--- config.mk ---
export PLATFORM = sky130hd
export DESIGN_NAME = alu_sequencer
export DESIGN_NICKNAME = d
export VERILOG_FILES = /design/src/rtl/alu_sequencer.sv
export SDC_FILE = /design/constraint.sdc
export NUM_CORES = 1
export LEC_CHECK = 0
export ABC_AREA = 1
export BUFFER_PORTS_ARGS = -buffer_cell sky130_fd_sc_hd__clkbuf_2
export CAP_MARGIN = 10
export CELL_PAD_IN_SITES_DETAIL_PLACEMENT = 1
export CELL_PAD_IN_SITES_GLOBAL_PLACEMENT = 2
export CORE_UTILIZATION = 32
export CTS_CLUSTER_SIZE = 28
export DETAILED_ROUTE_END_ITERATION = 10
export GPL_TIMING_DRIVEN = 0
export PLACE_DENSITY = 0.77
export SYNTH_ARGS = -nofsm -noshare
export SYNTH_HDL_FRONTEND = slang
export SYNTH_SLANG_ARGS = --single-unit
export TNS_END_PERCENT = 50
--- constraint.sdc ---
create_clock -name clk -period 2 [get_ports clk]
set_clock_uncertainty 0.2 [all_clocks]
set_input_delay 0.1 -clock clk [delete_from_list [all_inputs] [get_ports clk]]
set_output_delay 0.1 -clock clk [all_outputs]
set_load 0.05 [all_outputs]
--- src/rtl/alu_sequencer.sv ---
// Two-button front-end for the board ALU: walks the user through A -> B -> opcode -> execute -> show,
// holds the operands steady while the ALU settles, then latches its output for the displays.
module alu_sequencer #(
    parameter int DEBOUNCE_CYCLES = 500000,
    parameter int EXEC_WAIT       = 4
) (
    input  logic       clk,
    input  logic       rst,
    input  logic [7:0] sw,
    input  logic       btn_next_n,
    input  logic       btn_back_n,
    input  logic [7:0] alu_result,
    output logic [7:0] op_a,
    output logic [7:0] op_b,
    output logic [3:0] op_code,
    output logic [7:0] result,
    output logic [2:0] state,
    output logic       result_valid,
    output logic       busy
);

    localparam int DB_W = (DEBOUNCE_CYCLES > 1) ? $clog2(DEBOUNCE_CYCLES) : 1;
    localparam int EX_W = (EXEC_WAIT > 1) ? $clog2(EXEC_WAIT) : 1;

    typedef enum logic [2:0] {
        S_A    = 3'd0,
        S_B    = 3'd1,
        S_OP   = 3'd2,
        S_EXEC = 3'd3,
        S_SHOW = 3'd4
    } state_t;

    // Button index 0 is "next", index 1 is "back"; all button levels are active-low.
    logic [1:0]      sync1_q, sync1_d;
    logic [1:0]      sync2_q, sync2_d;
    logic [1:0]      db_q, db_d;
    logic [1:0]      press_q, press_d;
    logic [DB_W-1:0] db_cnt_q [2];
    logic [DB_W-1:0] db_cnt_d [2];

    state_t          state_q, state_d;
    logic [7:0]      op_a_q, op_a_d;
    logic [7:0]      op_b_q, op_b_d;
    logic [3:0]      op_code_q, op_code_d;
    logic [7:0]      result_q, result_d;
    logic            valid_q, valid_d;
    logic            busy_q, busy_d;
    logic [EX_W-1:0] ex_cnt_q, ex_cnt_d;

    logic            next_ev;
    logic            back_ev;

    always_comb begin
        sync1_d = {btn_back_n, btn_next_n};
        sync2_d = sync1_q;
        for (int i = 0; i < 2; i++) begin
            db_d[i]     = db_q[i];
            db_cnt_d[i] = db_cnt_q[i];
            if (sync2_q[i] != db_q[i]) begin
                if (db_cnt_q[i] == DB_W'(DEBOUNCE_CYCLES - 1)) begin
                    db_d[i]     = sync2_q[i];
                    db_cnt_d[i] = '0;
                end else begin
                    db_cnt_d[i] = db_cnt_q[i] + DB_W'(1);
                end
            end else begin
                db_cnt_d[i] = '0;
            end
            // Only the debounced 1->0 edge is an event; release is silent.
            press_d[i] = db_q[i] & ~db_d[i];
        end
    end

    // Coincident presses cancel each other.
    assign next_ev = press_q[0] & ~press_q[1];
    assign back_ev = press_q[1] & ~press_q[0];

    always_comb begin
        state_d   = state_q;
        op_a_d    = op_a_q;
        op_b_d    = op_b_q;
        op_code_d = op_code_q;
        result_d  = result_q;
        valid_d   = valid_q;
        ex_cnt_d  = ex_cnt_q;
        case (state_q)
            S_A: begin
                if (next_ev) begin
                    op_a_d  = sw;
                    state_d = S_B;
                end
            end
            S_B: begin
                if (next_ev) begin
                    op_b_d  = sw;
                    state_d = S_OP;
                end else if (back_ev) begin
                    state_d = S_A;
                end
            end
            S_OP: begin
                if (next_ev) begin
                    op_code_d = sw[3:0];
                    valid_d   = 1'b0;
                    ex_cnt_d  = '0;
                    state_d   = S_EXEC;
                end else if (back_ev) begin
                    state_d = S_B;
                end
            end
            S_EXEC: begin
                // Buttons are deliberately ignored here so the ALU inputs stay put.
                if (ex_cnt_q == EX_W'(EXEC_WAIT - 1)) begin
                    result_d = alu_result;
                    valid_d  = 1'b1;
                    ex_cnt_d = '0;
                    state_d  = S_SHOW;
                end else begin
                    ex_cnt_d = ex_cnt_q + EX_W'(1);
                end
            end
            S_SHOW: begin
                if (next_ev) begin
                    state_d = S_A;
                end else if (back_ev) begin
                    state_d = S_OP;
                end
            end
            default: state_d = S_A;
        endcase
        busy_d = (state_d == S_EXEC);
    end

    always_ff @(posedge clk) begin
        if (rst) begin
            sync1_q     <= 2'b11;
            sync2_q     <= 2'b11;
            db_q        <= 2'b11;
            press_q     <= 2'b00;
            db_cnt_q[0] <= '0;
            db_cnt_q[1] <= '0;
            state_q     <= S_A;
            op_a_q      <= '0;
            op_b_q      <= '0;
            op_code_q   <= '0;
            result_q    <= '0;
            valid_q     <= 1'b0;
            busy_q      <= 1'b0;
            ex_cnt_q    <= '0;
        end else begin
            sync1_q     <= sync1_d;
            sync2_q     <= sync2_d;
            db_q        <= db_d;
            press_q     <= press_d;
            db_cnt_q[0] <= db_cnt_d[0];
            db_cnt_q[1] <= db_cnt_d[1];
            state_q     <= state_d;
            op_a_q      <= op_a_d;
            op_b_q      <= op_b_d;
            op_code_q   <= op_code_d;
            result_q    <= result_d;
            valid_q     <= valid_d;
            busy_q      <= busy_d;
            ex_cnt_q    <= ex_cnt_d;
        end
    end

    assign op_a         = op_a_q;
    assign op_b         = op_b_q;
    assign op_code      = op_code_q;
    assign result       = result_q;
    assign state        = state_q;
    assign result_valid = valid_q;
    assign busy         = busy_q;

endmodule

==> results of run 1 <==
-- where the power goes --
part           total, mW  switching (mW)  internal [mW]
combinational     0.0985          0.0448         0.0537
sequential          1.62         0.00348           1.62
clock               1.54           0.700          0.843
total               3.26           0.749           2.51
-- final timing paths --
kind                         from         endpoint  slack [ps]  depth (start not counted)
setup / recovery  db_cnt_q[0][19]  db_cnt_q[0][28]         220                          7
hold reg to reg        sync1_q[0]       sync2_q[0]         210                          1
hold / removal         sync1_q[0]       sync2_q[0]         210                          1
setup reg to reg  db_cnt_q[0][19]  db_cnt_q[0][28]         220                          7
-- registers in the layout, summed over array words and instances (netlist names) --
| register | cells |
|---|---|
| sync1_q | 2 |
| sync2_q | 2 |
| state | 3 |
| op_b | 8 |
| db_q | 2 |
| result | 8 |
| result_valid | 1 |
| db_cnt_q | 38 |
| press_q | 2 |
| busy | 1 |
| op_code | 4 |
| ex_cnt_q | 2 |
| op_a | 8 |
-- synth_stat cells, types with 4 or more instances --
| library cell | number | share of area [%] |
|---|---|---|
| nand4_1 | 5 | 0.84 |
| nor2_1 | 102 | 10 |
| dfxtp_1 | 81 | 44 |
| xnor2_1 | 5 | 1.2 |
| nand2_2 | 6 | 1.0 |
| nand3_1 | 26 | 3.5 |
| nor2_2 | 32 | 5.4 |
| or2_2 | 4 | 0.67 |
| o21ai_0 | 28 | 3.8 |
| a21oi_1 | 23 | 3.1 |
| nand2_1 | 108 | 11 |
| xor2_1 | 15 | 3.5 |
| inv_1 | 54 | 5.5 |
-- per-stage QoR --
| step | total power [mW] | cell area (µm²) | instances |
|---|---|---|---|
| after floorplan | 1.69 | 3710 | 516 |
| after global placement | 1.72 | 4140 | 707 |
| after detailed placement | 1.73 | 4140 | 707 |
| after CTS | 3.32 | 4630 | 744 |
| after global routing | 3.38 | 4630 | 744 |
| final | 3.26 | 4630 | 744 |
-- cell type report --
type	instances	area, µm²	share of cell area (%)
well taps	140	175	3.78
flip-flops and latches	81	1620	35.0
clock inverters	6	45.0	0.973
inverters	57	214	4.62
plain buffers	7	62.6	1.35
multi-input cells	371	1820	39.2
repair buffers	72	465	10.1
clock buffers	10	229	4.95
-- per-layer routing --
layer	part of all wire, %	vias to the layer above	global-route usage (%)
li1	-	1775	-
met4	1.8	0	7.43
met3	3.8	12	4.45
met5	0	-	0
met1	48	1563	21.3
met2	47	48	28.9
-- timing repair --
item / 4_1_cts / 5_1_grt
endpoints found under the setup margin: 0 / 10
hold buffers: 21 / 0
hold endpoints to repair: 33 / 0
resized for setup: 0 / 1
-- cells by family after synthesis --
family / Yosys count
fa+ha+maj: 3
compound gates: 51
xor+xnor: 20
flops: 81
buf+inv: 64
simple gates: 297
-- critical path, delay by kind of cell (launching register included) --
family,cells,cell delay (ps)
AND/OR/NAND/NOR,4,500
buffers and inverters,2,260
adder cells (fa/ha/maj),1,280
flip-flops,1,420
==> results.cfg, run 1 <==
[route]
drtAntennaViolNets = 0
drt-wirelength-per-cell_um = 12.5
dr.pass1.iters = 4
wl_mm = 9.31
remaining_drc_errors = 0
drt_first_iter_violations = 78
via_count = 3398
drt-vias-per-instance = 4.57

[floorplan]
io_pins = 53
rows = 38
core-area_um2 = 11100
die_height_um = 110
die-area_um2 = 12000
start_util_pct = 33.5
die_w_um = 110

[worst_setup_path]
critical_path_peak_fanout = 10
critPathArrivalTime_ps = 1810
cpPeakStageDelay_ps = 420
cp_slowest_cell = dfxtp_1
worstPathRequired_ps = 2030
critical_path.startpoint_type = register
worst-setup-path-type = reg -> reg
cp-end-kind = register
worstPathCellList = ha_2 -> inv_1 -> nor2_4 -> nand3_2 -> nand2_4 -> buf_12 -> nor2_1

[timing]
min_period_over_period_pct = 88.9
slew_viol_final = 0
fmax_mhz = 563
setup_ws_ps = 223
min_period_ps = 1780
timing.slew.headroom_pct = 66.7
rsz0062_at_grt = false
fin_tns_setup_ps = 0
setup_viol = 0
whs_ps = 214
hold_viol = 0
tightest_slew_ps = 500

[cells_and_area]
fin_util_pct = 41.8
nets = 622
final_cell_mix = 108 x nand2_1, 102 x nor2_1, 81 x dfxtp_1
synthToLayoutAreaGrowth_pct = 24.7
fillers = 1435
layout_commonest_cell = nand2_1
drive_gt1_share_pct = 20.5
diodes = 0

[synthesis]
synth.area.mux_share_pct = 0
synth_top_family_by_area = simple AND/OR/NAND/NOR gates
avgSynthCellArea_um2 = 7.19
yosysUniqueCellTypes = 27
synth_compound_area_share_pct = 6.88
ys_ff_latch = 81
synth_simple_gate_area_share_pct = 36.2
synth_fa_ha_area_share_pct = 1.01
synth_xor_area_share_pct = 4.72
syn-num-nets = 539
synthArstFlopShare_pct = 0
ys_warn_count = 0
synthCells = 516
synth-main-ff-cell = dfxtp_1
synth-seq-area-share_pct = 43.7
mappedNetlistArea_um2 = 3710
synth-edff-count = 0

[cts]
numCtsBuffers = 9
cts.path.max_buffers = 2
ctsHtreeMaxLevel = 3
path_clk_slew_ps = 60
post-cts-setup-buffers = 0
cts-root-buf = clkbuf_16
insertion_delay_ps = 340
cts.sinks = 81
cts_tree = built

[grt]
grt_max_degree = 15
antenna_found_initial = 0
grt_pass1_vias = 3472
grt_first_pass_wirelength_mm = 16.0
grt.overflow.total = 0
track_usage_pct = 17.4

[power]
vdd_drop_max_mv = 0.349
power.leakage_nw = 1.81
power_density_nw_per_um2 = 705

[worst_hold_path]
min_path_type = reg -> reg

[placed_design]
portBuffers = 51
hpwlAfterDp_mm = 6.96
place_congestion = 0.730
dp_slack_ps = 138

[run]
drv_cap = 0

[run_status]
status = complete, no violations
(Power assumes the default switching activity.)
==> run 2, diff against run 1 <==
PLACE_DENSITY = 0.91   (was 0.77)
==> results.cfg, run 2 (synthesis gave the netlist of run 1 again) <==
[cells_and_area]
diodes = 0
regMostFlops = db_cnt_q
fillers = 1432
largest_reg_flops = 38
drive_gt1_share_pct = 20.4
synthToLayoutAreaGrowth_pct = 25.5
final_cell_mix = 108 x nand2_1, 102 x nor2_1, 81 x dfxtp_1
layout_commonest_cell = nand2_1
nets = 622
layoutNonFillerInstCount = 744

[cts]
cts_tree = built
cts.sinks = 81
ctsHtreeMaxLevel = 3
insertion_delay_ps = 340
ctsResizeCount = 0
path_clk_slew_ps = 60
post-cts-setup-buffers = 0
cts.path.max_buffers = 2
numCtsBuffers = 9
cts-root-buf = clkbuf_16

[power]
power_density_nw_per_um2 = 736
clockPowerShare_pct = 49.8
power.leakage_nw = 1.83
power.internal_mw = 2.68
pwr-share-comb_pct = 2.9
power_mw = 3.43
vdd_drop_max_mv = 0.373
p_switching_uw = 745
switching_share_pct = 21.7
seq_power_share_pct = 47.3

[timing]
min_period_ps = 1830
timing.slew.headroom_pct = 69.1
rsz0062_at_grt = false
setup_viol = 0
tightest_slew_ps = 464
slew_viol_final = 0
fin_tns_setup_ps = 0
fmax_mhz = 548
hold_viol = 0
whs_ps = 206
min_period_over_period_pct = 91.3
setup_ws_ps = 174

[route]
highest_layer = met4
wl_met2_mm = 4.80
wl_mm = 9.42
drt-vias-per-instance = 4.58
drt_first_iter_violations = 92
remaining_drc_errors = 0
via_count = 3407
wl_met1_mm = 4.21
drt-wirelength-per-cell_um = 12.7
met3_length_um = 276
dr.pass1.iters = 4
drtAntennaViolNets = 0

[placed_design]
place_congestion = 0.765
hpwlAfterDp_mm = 6.79
dp_cells = 707
portBuffers = 51
dp_slack_ps = 164

[worst_setup_path]
critical_path_peak_fanout = 10
cp-end-kind = register
worstPathCellList = ha_1 -> inv_1 -> nor2_4 -> nand3_2 -> nand2_4 -> buf_12 -> nor2_1
worstPathRequired_ps = 2030
cpPeakStageDelay_ps = 400
critical_path.startpoint_type = register
cp_slowest_cell = dfxtp_1
crit_family = simple AND/OR/NAND/NOR gates
critPathLaunch = db_cnt_q[0][19]
critPathBufInv = 2
critPathArrivalTime_ps = 1850
worst-setup-path-type = reg -> reg
reg2reg_from = db_cnt_q[0][19]

[grt]
antenna_found_initial = 0
grt_max_degree = 15
grt_pass1_vias = 3534
track_usage_pct = 17.3
grt_first_pass_wirelength_mm = 16.1
grt.overflow.total = 0

[floorplan]
rows = 38
die_w_um = 110
die-area_um2 = 12000
io_pins = 53
start_util_pct = 33.5
core-area_um2 = 11100
die_height_um = 110

[worst_hold_path]
holdCritStartpoint = sync1_q[0]
min_path_type = reg -> reg

[run]
drv_cap = 0

[run_status]
status = complete, no violations
-- run 2: per-layer routing --
metal	track usage [%]	vias to the layer above
li1	-	1764
met1	19.9	1598
met2	30.8	35
met3	3.91	10
met4	7.24	0
met5	0	-
-- run 2: final timing paths --
kind                           to  slack, ps  depth (start not counted)
setup / recovery  db_cnt_q[0][28]        170                          7
hold / removal         sync2_q[0]        210                          1
setup reg to reg  db_cnt_q[0][28]        170                          7
hold reg to reg        sync2_q[0]        210                          1
-- run 2: final cells by class --
type	count	area, µm²	share of cell area, %
Inverter	57	214	4.59
Tap cell	140	175	3.76
Clock buffer	11	243	5.21
Timing Repair Buffer	72	465	9.99
Buffer	7	62.6	1.34
Multi-Input combinational cell	371	1810	38.9
Sequential cell	81	1620	34.8
Clock inverter	5	62.6	1.34
-- run 2: power groups by stage --
stage | registers (mW) | logic (mW) | clock network [mW]
floorplan | 1.66 | 0.0347 | 0
detailed placement | 1.66 | 0.0663 | 0
global placement | 1.66 | 0.0650 | 0
global route | 1.62 | 0.109 | 1.80
finish | 1.62 | 0.0994 | 1.71
CTS | 1.62 | 0.0987 | 1.74
-- run 2: repair_timing --
action / in CTS / in global routing
hold buffers: 21 / 0
endpoints found under the hold margin: 33 / 0
setup endpoints to repair: 0 / 0
-- run 2: metrics by stage --
stage	utilization, %	area (µm²)
CTS	42.0	4660
floorplan	-	3710
global placement	37.4	4140
detailed placement	37.4	4140
finish	42.0	4660
global route	42.0	4660
==> run 3, diff against run 2 <==
GPL_TIMING_DRIVEN = not set   (was 0)
PLACE_DENSITY = 0.9   (was 0.91)
==> results.cfg, run 3 (synthesis gave the netlist of run 1 again) <==
[route]
drt-wirelength-per-cell_um = 12.9
remaining_drc_errors = 0
drtAntennaViolNets = 0
drt-vias-per-instance = 4.66
drt_first_iter_violations = 71
dr.pass1.iters = 4
via_count = 3442
wl_mm = 9.52

[cells_and_area]
diodes = 0
synthToLayoutAreaGrowth_pct = 24.6
layout_commonest_cell = nand2_1
largest_reg_flops = 38
fin_util_pct = 41.7
nets = 617
regMostFlops = db_cnt_q
drive_gt1_share_pct = 19.9
final_cell_mix = 108 x nand2_1, 102 x nor2_1, 81 x dfxtp_1

[worst_setup_path]
timing.rr.end = db_cnt_q[0][36]
crit_family = simple AND/OR/NAND/NOR gates
critPathArrivalTime_ps = 1830
reg2reg_from = db_cnt_q[0][19]
cp-end-kind = register
worstPathCellList = ha_1 -> inv_1 -> nor2_4 -> nand3_2 -> nand2_4 -> buf_12 -> a21oi_1
worstPathRequired_ps = 2020
critPathBufInv = 2
worst-setup-path-type = reg -> reg
rr_worst_depth = 7
critical_path.startpoint_type = register
cp_slowest_cell = dfxtp_1
critical_path_peak_fanout = 10
regToRegSetupSlack_ps = 190
cpPeakStageDelay_ps = 420

[timing]
min_period_over_period_pct = 90.6
hold_viol = 0
fmax_mhz = 552
tightest_slew_ps = 700
min_period_ps = 1810
rsz0062_at_grt = false
slew_viol_final = 0
fin_tns_setup_ps = 0
setup_viol = 0
timing.slew.headroom_pct = 53.3
whs_ps = 210

[grt]
grt_pass1_vias = 3683
track_usage_pct = 17.5
grt.overflow.total = 0
grt_max_degree = 27
grt_first_pass_wirelength_mm = 16.3
antenna_found_initial = 0

[floorplan]
die_w_um = 110
io_pins = 53
die-area_um2 = 12000
rows = 38
core-area_um2 = 11100
start_util_pct = 33.5
die_height_um = 110

[power]
power_density_nw_per_um2 = 750
vdd_drop_max_mv = 0.346
power.leakage_nw = 1.82

[cts]
cts_tree = built
insertion_delay_ps = 330
numCtsBuffers = 9
cts.sinks = 81
postCtsHoldBufs = 20
ctsResizeCount = 0
post-cts-setup-buffers = 0
ctsHtreeMaxLevel = 3
path_clk_slew_ps = 60
cts.path.max_buffers = 2
cts-root-buf = clkbuf_16

[run]
drv_cap = 0

[placed_design]
hpwlAfterDp_mm = 6.95
portBuffers = 52
place_congestion = 0.750

[worst_hold_path]
whs_endpoint = sync2_q[1]
worstHoldPathCells = 1
holdCritStartpoint = sync1_q[1]
min_path_type = reg -> reg

[run_status]
status = complete, no violations
-- run 3: worst max-delay path by stage --
stage / startpoint / to / cells past startpoint
after floorplan: state[2] / result[0] / 7
after global placement: db_cnt_q[0][19] / db_cnt_q[0][37] / 7
after detailed placement: db_cnt_q[0][19] / db_cnt_q[0][36] / 7
after CTS: db_cnt_q[0][19] / db_cnt_q[0][36] / 7
after global routing: db_cnt_q[0][19] / db_cnt_q[0][28] / 7
final: db_cnt_q[0][19] / db_cnt_q[0][36] / 7
-- run 3: metal layers --
| metal | GRT usage (%) | vias to the layer above | part of all wire [%] |
|---|---|---|---|
| li1 | - | 1755 | - |
| met1 | 20.0 | 1626 | 45 |
| met2 | 32.1 | 49 | 51 |
| met3 | 2.79 | 12 | 2.5 |
| met4 | 7.33 | 0 | 1.7 |
| met5 | 0 | - | 0 |
-- run 3: worst register-to-register path, cell delays in order, from the launching register on --
cell and delay [ps]:
dfxtp_1 420, ha_1 290, inv_1 130, nor2_4 180
nand3_2 130, nand2_4 160, buf_12 150, a21oi_1 50
-- run 3: power breakdown --
group          internal, mW  total (mW)  switching, mW
Sequential             1.62        1.62        0.00328
Clock                  1.12        1.75          0.632
Combinational        0.0504      0.0939         0.0436
Total                  2.79        3.47          0.679
-- run 3: metrics by stage --
| stage | power, mW | instance area, µm² | instances | worst slack, ps |
|---|---|---|---|---|
| after floorplan | 1.69 | 3710 | 516 | 285 |
| after global placement | 1.72 | 4110 | 703 | 290 |
| after detailed placement | 1.72 | 4110 | 703 | 213 |
| after CTS | 3.50 | 4620 | 738 | 165 |
| after global routing | 3.58 | 4620 | 738 | 63.4 |
| final | 3.47 | 4620 | 738 | 187 |
-- run 3: area by class of cell --
type | count | area [µm²]
clock buffers | 12 | 246
clock inverters | 3 | 65.1
fillers | 1398 | 6450
inverters | 57 | 214
multi-input cells | 371 | 1810
flip-flops and latches | 81 | 1620
well taps | 140 | 175
repair buffers | 74 | 488
